==> src/rtl/device_eth_gen.sv <==
// device_eth_gen: test-only Ethernet RX frame-train generator driving the 64-bit eth_rx_* stream.
// Define DEVICE_ETH_GEN_ERR_EN to flag every ERR_PERIOD-th frame with tuser on its tlast beat.
module device_eth_gen #(
  parameter int unsigned NUM_FRAMES = 4,
  parameter int unsigned LEN_MIN    = 64,
  parameter int unsigned LEN_MAX    = 64,
  parameter int unsigned GAP_CYCLES = 12,
  parameter logic [47:0] DST_MAC    = 48'h90e2ba5d8dc9,
  parameter logic [47:0] SRC_MAC    = 48'h001122334455,
  parameter logic [15:0] ETHERTYPE  = 16'h0800,
  parameter int unsigned ERR_PERIOD = 3
) (
  input  logic        eth_clk,
  input  logic        sys_rst,
  input  logic        start,
  input  logic        eth_rx_tready,
  output logic        eth_rx_tvalid,
  output logic [63:0] eth_rx_tdata,
  output logic [7:0]  eth_rx_tkeep,
  output logic        eth_rx_tlast,
  output logic        eth_rx_tuser,
  output logic        busy,
  output logic        done,
  output logic [15:0] frame_cnt
);

  localparam logic [13:0] L_MIN    = 14'(LEN_MIN);
  localparam logic [13:0] L_RANGE  = 14'(LEN_MAX - LEN_MIN + 1);
  localparam logic [15:0] N_FRAMES = 16'(NUM_FRAMES);
  localparam logic [7:0]  GAP_LAST = 8'(GAP_CYCLES - 1);

  if (LEN_MIN < 16 || LEN_MAX > 9000 || LEN_MIN > LEN_MAX || GAP_CYCLES > 255 ||
      ERR_PERIOD < 1 || ERR_PERIOD > 255) begin : g_bad_params
    $error("device_eth_gen: parameter out of range");
  end

  typedef enum logic [1:0] {IDLE, SEND, GAP, DONE} state_t;

  typedef struct packed {
    logic [63:0] data;
    logic [7:0]  keep;
    logic        last;
  } beat_t;

  function automatic logic [7:0] frame_byte(input logic [15:0] n, input logic [13:0] i);
    logic [111:0] hdr;
    hdr = {DST_MAC, SRC_MAC, ETHERTYPE};
    if (i < 14'd14)       return hdr[8*(13 - int'(i)) +: 8];
    else if (i == 14'd14) return n[15:8];
    else if (i == 14'd15) return n[7:0];
    else                  return i[7:0] + n[7:0];
  endfunction

  // Beat starting at byte offset off of a len-byte frame; unused lanes stay zero.
  function automatic beat_t make_beat(input logic [15:0] n, input logic [13:0] len,
                                      input logic [13:0] off);
    beat_t       b;
    logic [13:0] i;
    b = '0;
    for (int k = 0; k < 8; k++) begin
      i = off + 14'(k);
      if (i < len) begin
        b.keep[k]        = 1'b1;
        b.data[8*k +: 8] = frame_byte(n, i);
      end
    end
    b.last = (off + 14'd8 >= len);
    return b;
  endfunction

  state_t      state, state_d;
  logic [15:0] cnt_d, cnt_inc;
  logic [13:0] idx, idx_d, idx_inc, off, off_d, len;
  logic [7:0]  gap, gap_d;
  logic        done_d, busy_d, valid_d, last_d, user_d;
  logic [63:0] data_d;
  logic [7:0]  keep_d;
  logic        hs, load, clear, nb_err;
  beat_t       nb;
  logic        err_first, err_cur, err_nxt;

  assign hs      = eth_rx_tvalid & eth_rx_tready;
  assign cnt_inc = frame_cnt + 16'd1;
  assign idx_inc = (idx == L_RANGE - 14'd1) ? 14'd0 : idx + 14'd1;
  assign len     = L_MIN + idx;

`ifdef DEVICE_ETH_GEN_ERR_EN
  // err_ph tracks n mod ERR_PERIOD for the frame currently being sent.
  localparam logic [7:0] ERR_LAST = 8'(ERR_PERIOD - 1);
  logic [7:0] err_ph, err_ph_inc;
  assign err_ph_inc = (err_ph == ERR_LAST) ? 8'd0 : err_ph + 8'd1;
  assign err_first  = (ERR_LAST == 8'd0);
  assign err_cur    = (err_ph == ERR_LAST);
  assign err_nxt    = (err_ph_inc == ERR_LAST);

  always_ff @(posedge eth_clk) begin
    if (sys_rst)                                       err_ph <= 8'd0;
    else if ((state == IDLE || state == DONE) && start) err_ph <= 8'd0;
    else if (state == SEND && hs && eth_rx_tlast)       err_ph <= err_ph_inc;
  end
`else
  assign err_first = 1'b0;
  assign err_cur   = 1'b0;
  assign err_nxt   = 1'b0;
`endif

  always_comb begin
    state_d = state;
    cnt_d   = frame_cnt;
    idx_d   = idx;
    off_d   = off;
    gap_d   = gap;
    done_d  = done;
    valid_d = eth_rx_tvalid;
    data_d  = eth_rx_tdata;
    keep_d  = eth_rx_tkeep;
    last_d  = eth_rx_tlast;
    user_d  = eth_rx_tuser;
    nb      = '0;
    nb_err  = 1'b0;
    load    = 1'b0;
    clear   = 1'b0;
    case (state)
      IDLE, DONE: begin
        if (start) begin
          state_d = SEND;
          cnt_d   = '0;
          idx_d   = '0;
          off_d   = '0;
          done_d  = 1'b0;
          nb      = make_beat(16'd0, L_MIN, 14'd0);
          nb_err  = err_first;
          load    = 1'b1;
        end
      end
      SEND: begin
        if (hs && !eth_rx_tlast) begin
          off_d  = off + 14'd8;
          nb     = make_beat(frame_cnt, len, off + 14'd8);
          nb_err = err_cur;
          load   = 1'b1;
        end else if (hs) begin
          cnt_d = cnt_inc;
          idx_d = idx_inc;
          off_d = '0;
          if (N_FRAMES != 16'd0 && cnt_inc == N_FRAMES) begin
            state_d = DONE;
            done_d  = 1'b1;
            clear   = 1'b1;
          end else if (GAP_CYCLES != 0) begin
            state_d = GAP;
            gap_d   = '0;
            clear   = 1'b1;
          end else begin
            nb     = make_beat(cnt_inc, L_MIN + idx_inc, 14'd0);
            nb_err = err_nxt;
            load   = 1'b1;
          end
        end
      end
      GAP: begin
        if (gap == GAP_LAST) begin
          state_d = SEND;
          nb      = make_beat(frame_cnt, len, 14'd0);
          nb_err  = err_cur;
          load    = 1'b1;
        end else begin
          gap_d = gap + 8'd1;
        end
      end
      default: state_d = IDLE;
    endcase
    if (load) begin
      valid_d = 1'b1;
      data_d  = nb.data;
      keep_d  = nb.keep;
      last_d  = nb.last;
      user_d  = nb.last & nb_err;
    end else if (clear) begin
      valid_d = 1'b0;
      data_d  = '0;
      keep_d  = '0;
      last_d  = 1'b0;
      user_d  = 1'b0;
    end
    busy_d = (state_d == SEND) || (state_d == GAP);
  end

  always_ff @(posedge eth_clk) begin
    if (sys_rst) begin
      state         <= IDLE;
      frame_cnt     <= '0;
      idx           <= '0;
      off           <= '0;
      gap           <= '0;
      done          <= 1'b0;
      busy          <= 1'b0;
      eth_rx_tvalid <= 1'b0;
      eth_rx_tdata  <= '0;
      eth_rx_tkeep  <= '0;
      eth_rx_tlast  <= 1'b0;
      eth_rx_tuser  <= 1'b0;
    end else begin
      state         <= state_d;
      frame_cnt     <= cnt_d;
      idx           <= idx_d;
      off           <= off_d;
      gap           <= gap_d;
      done          <= done_d;
      busy          <= busy_d;
      eth_rx_tvalid <= valid_d;
      eth_rx_tdata  <= data_d;
      eth_rx_tkeep  <= keep_d;
      eth_rx_tlast  <= last_d;
      eth_rx_tuser  <= user_d;
    end
  end

endmodule
==> config.mk <==
export PLATFORM = sky130hd
export DESIGN_NAME = device_eth_gen
export DESIGN_NICKNAME = d
export VERILOG_FILES = /design/src/rtl/device_eth_gen.sv
export SDC_FILE = /design/constraint.sdc
export NUM_CORES = 1
export LEC_CHECK = 0
export ABC_AREA = 1
export BUFFER_PORTS_ARGS = -buffer_cell sky130_fd_sc_hd__buf_2
export CAP_MARGIN = 25
export CORE_UTILIZATION = 60
export DETAILED_ROUTE_END_ITERATION = 7
export PLACE_DENSITY = 0.81
export SETUP_SLACK_MARGIN = 0.3
export SLEW_MARGIN = 20
export SYNTH_ARGS = -nofsm -noshare
export SYNTH_HDL_FRONTEND = slang
export SYNTH_SLANG_ARGS = --single-unit
==> constraint.sdc <==
create_clock -name eth_clk -period 4 [get_ports eth_clk]
set_input_delay 0.4 -clock eth_clk [delete_from_list [all_inputs] [get_ports eth_clk]]
set_output_delay 0.4 -clock eth_clk [all_outputs]
set_load 0.005 [all_outputs]
==> impl_metrics.py <==
metrics = {
    "job": {
        "max_cap_violations": 0,
    },
    "run_status": {
        "status": "finished clean",
    },
    "synthesis": {
        "synth_warnings": 0,
        "syn_area_mm2": 0.009384,
        "synth-main-ff-cell": "dfxtp_1",
        "netlist_instances": 1450,
        "syn_area_per_cell_um2": 6.472,
        "syn-num-nets": 1537,
        "async_reset_ff_frac": 0,
        "yosysUniqueCellTypes": 50,
        "synth.ff_latch_count": 127,
        "ys_seq_area_frac": 0.2709,
        "synth_edf_count": 0,
    },
    "die": {
        "start_util": 0.6150,
        "die_h_um": 127.1,
        "boundaryPins": 97,
        "row_count": 45,
        "die_area_mm2": 0.01614,
        "core_mm2": 0.01526,
        "die_w_um": 127.1,
    },
    "global_routing": {
        "grt_max_degree": 57,
        "grt-ovfl-total": 0,
        "grt_usage": 0.3699,
        "grt_pass1_wl_um": 46470,
        "grt_pass1_vias": 9109,
        "antenna_found_initial": 0,
    },
    "power": {
        "power_switching_mw": 0.9261,
        "intPower_mw": 2.515,
        "leakage_nw": 5.059,
        "p_per_area_mw_per_mm2": 320.4,
        "power.clock.fraction": 0.504,
        "power.share.combinational": 0.109,
        "power_frac_seq": 0.388,
        "p_sw_frac": 0.2691,
        "ir_drop_uv": 301.2,
    },
    "critical_path": {
        "cp.arrival_ns": 3.84,
        "crit_fanout": 9,
        "endpoint_kind": "register",
        "cp-startpoint": "off[4]$_SDFFE_PP0P_",
        "crit_type": "register to register",
        "required_ns": 4.36,
        "r2r-start": "off[4]$_SDFFE_PP0P_",
        "cp-start-kind": "register",
    },
    "sta": {
        "fmax_mhz": 287.4,
        "slew_viol_final": 0,
        "worst_slew_pin_slew_ns": 0.7868,
        "min_period_ns": 3.480,
        "rsz0062_at_grt": "no",
        "max_slew_margin": 0.4722,
        "fin_skew_ns": 0.01127,
        "hold_ws_ns": 0.4594,
        "setup_viol": 0,
        "finalCritPeriodShare": 0.8699,
        "finalHoldViolCount": 0,
        "tns_ns": 0,
    },
    "route": {
        "first_pass_iters": 6,
        "routed_wl_um": 29600,
        "viasPerCell": 5.707,
        "wl_per_cell_um": 16.80,
        "postRouteAntennaNets": 0,
        "drc": 0,
        "dr_total_vias": 10060,
        "drtIter0Drc": 852,
    },
    "cells_and_area": {
        "nets": 1625,
        "antenna_cells": 0,
        "area_growth_pct": 14.44,
        "drive_gt1_frac": 0.1277,
    },
    "cts": {
        "cts_buffers": 17,
        "worst_skew_pair.late_latency_ns": 0.43,
        "cts_tree": "yes",
        "clk_pin_slew_ns": 0.06,
        "cts-htree-levels": 4,
        "max-clock-path-buffers": 2,
        "cts.sinks": 127,
        "cts-root-buf": "clkbuf_16",
    },
    "hold_path": {
        "worstHoldPathType": "register to register",
        "hp-start": "eth_rx_tdata[60]$_SDFFE_PP0P_",
    },
    "placement": {
        "routabilityCongestion": 1.003,
        "hpwl_um": 22220,
        "io_buffers": 95,
    },
}
[worst max-delay path, stage by stage, from the launching register on]
cell and delay (ns):
dfxtp_1 0.45, ha_1 0.28, nand2_2 0.12, nor2_2 0.18, nand3_1 0.10, nand2_1 0.19
inv_1 0.15, ha_1 0.45, a21oi_1 0.24, o21ai_0 0.12, nor3_1 0.26, nand2_1 0.10
a21oi_1 0.25, nand2_2 0.20, nor2_1 0.15, a21oi_1 0.06, nor2_1 0.10
[cells in the mapped netlist (13+ instances only)]
library cell / instances / area, um2
inv_1: 156 / 585.6
dfxtp_1: 127 / 2542
nor3_1: 20 / 100.1
o21ai_0: 56 / 280.3
xnor2_1: 13 / 113.9
xor2_1: 41 / 359.1
clkbuf_1: 26 / 97.59
nand2_2: 14 / 87.58
nand3_1: 75 / 375.4
nor2_1: 129 / 484.2
o21ai_1: 22 / 110.1
a21oi_1: 161 / 805.8
ha_1: 83 / 1039
nand2_1: 406 / 1524
buf_2: 14 / 70.07
nand4_1: 33 / 206.5
[power groups by stage]
stage          Sequential (mW)  Clock [mW]  Combinational (mW)
3_5_place_dp              1.36           0               0.363
5_1_grt                   1.34        1.79               0.410
4_1_cts                   1.33        1.74               0.365
6_report                  1.33        1.73               0.373
2_1_floorplan             1.36           0               0.221
3_3_place_gp              1.36           0               0.361
[logic make-up after synthesis]
family          after synthesis  share of synthesized area
simple gates                712                     0.3307
flops                       127                     0.2709
buf+inv                     206                    0.08640
other cells                   1                  0.0003996
compound gates              267                     0.1505
xor+xnor                     54                    0.05040
fa+ha+maj                    83                     0.1107
[sequential cells by signal, indices dropped and copies added, names as in the netlist]
| signal | cells |
|---|---|
| eth_rx_tdata | 64 |
| frame_cnt | 16 |
| idx | 14 |
| off | 11 |
| eth_rx_tkeep | 8 |
| gap | 8 |
| state | 2 |
| busy | 1 |
| done | 1 |
| eth_rx_tlast | 1 |
| eth_rx_tvalid | 1 |
[stage by stage]
step,instances,setup WS [ns],instance area [um2],total power [mW],util
2_1_floorplan,1450,0.8612,9384,1.585,-
3_3_place_gp,1728,0.2297,10040,1.722,0.6582
3_5_place_dp,1728,0.2755,10040,1.724,0.6582
4_1_cts,1760,0.3404,10700,3.436,0.7011
5_1_grt,1762,0.3042,10740,3.537,0.7038
6_report,1762,0.5203,10740,3.441,0.7038
[routing by layer]
| metal | wire length [um] | GRT usage | vias to the layer above |
|---|---|---|---|
| met5 | 0 | 0 | - |
| met4 | 976 | 0.1695 | 0 |
| met3 | 2745 | 0.08291 | 74 |
| met2 | 12750 | 0.5663 | 499 |
| met1 | 13130 | 0.4963 | 4571 |
| li1 | - | - | 4912 |
[cell usage in the layout, fill, tap and decap left out, types with 3 or more instances in the layout]
cell         n
o21ai_1     22
a21o_1       3
nor3_1      18
clkinv_4     4
nand3b_1     5
nor4_1       3
o21bai_1     6
nor2_4       3
inv_2        6
buf_2       94
nand3_2      3
xor2_1      41
clkbuf_16   17
nor2_2       8
ha_1        82
nand3_1     75
o21ai_2      3
nor2_1     129
inv_6        5
a21oi_1    161
dfxtp_1    125
nand2_1    406
nand4_1     33
xnor2_1     13
o21ai_0     55
bufinv_16    4
buf_4       19
nor3_2       4
o211ai_1     4
inv_1      154
nand2_2     14
[path summary, 6_finish.rpt]
check                                  end  slack [ns]  cells after the start
min          eth_rx_tdata[60]$_SDFFE_PP0P_        0.46                      2
max          eth_rx_tdata[52]$_SDFFE_PP0P_        0.52                     16
min reg2reg  eth_rx_tdata[60]$_SDFFE_PP0P_        0.46                      2
max reg2reg  eth_rx_tdata[52]$_SDFFE_PP0P_        0.52                     16
[area by class of cell]
type	count	area, um2
inverter	162	608.1
clock buffer	19	452.9
timing repair buffer	113	613.1
clock inverter	13	198.9
fill	1410	4519
sequential	127	2545
tap	211	264.0
multi-input combinational	1117	6057
[what timing repair did]
action / in CTS / in global routing
hold buffers: 0 / 0
resized for setup: 1 / 9
setup buffers: 0 / 2
pin swaps: 0 / 1
endpoints found under the setup margin: 1 / 15
Power figures use the tool's default switching activity.
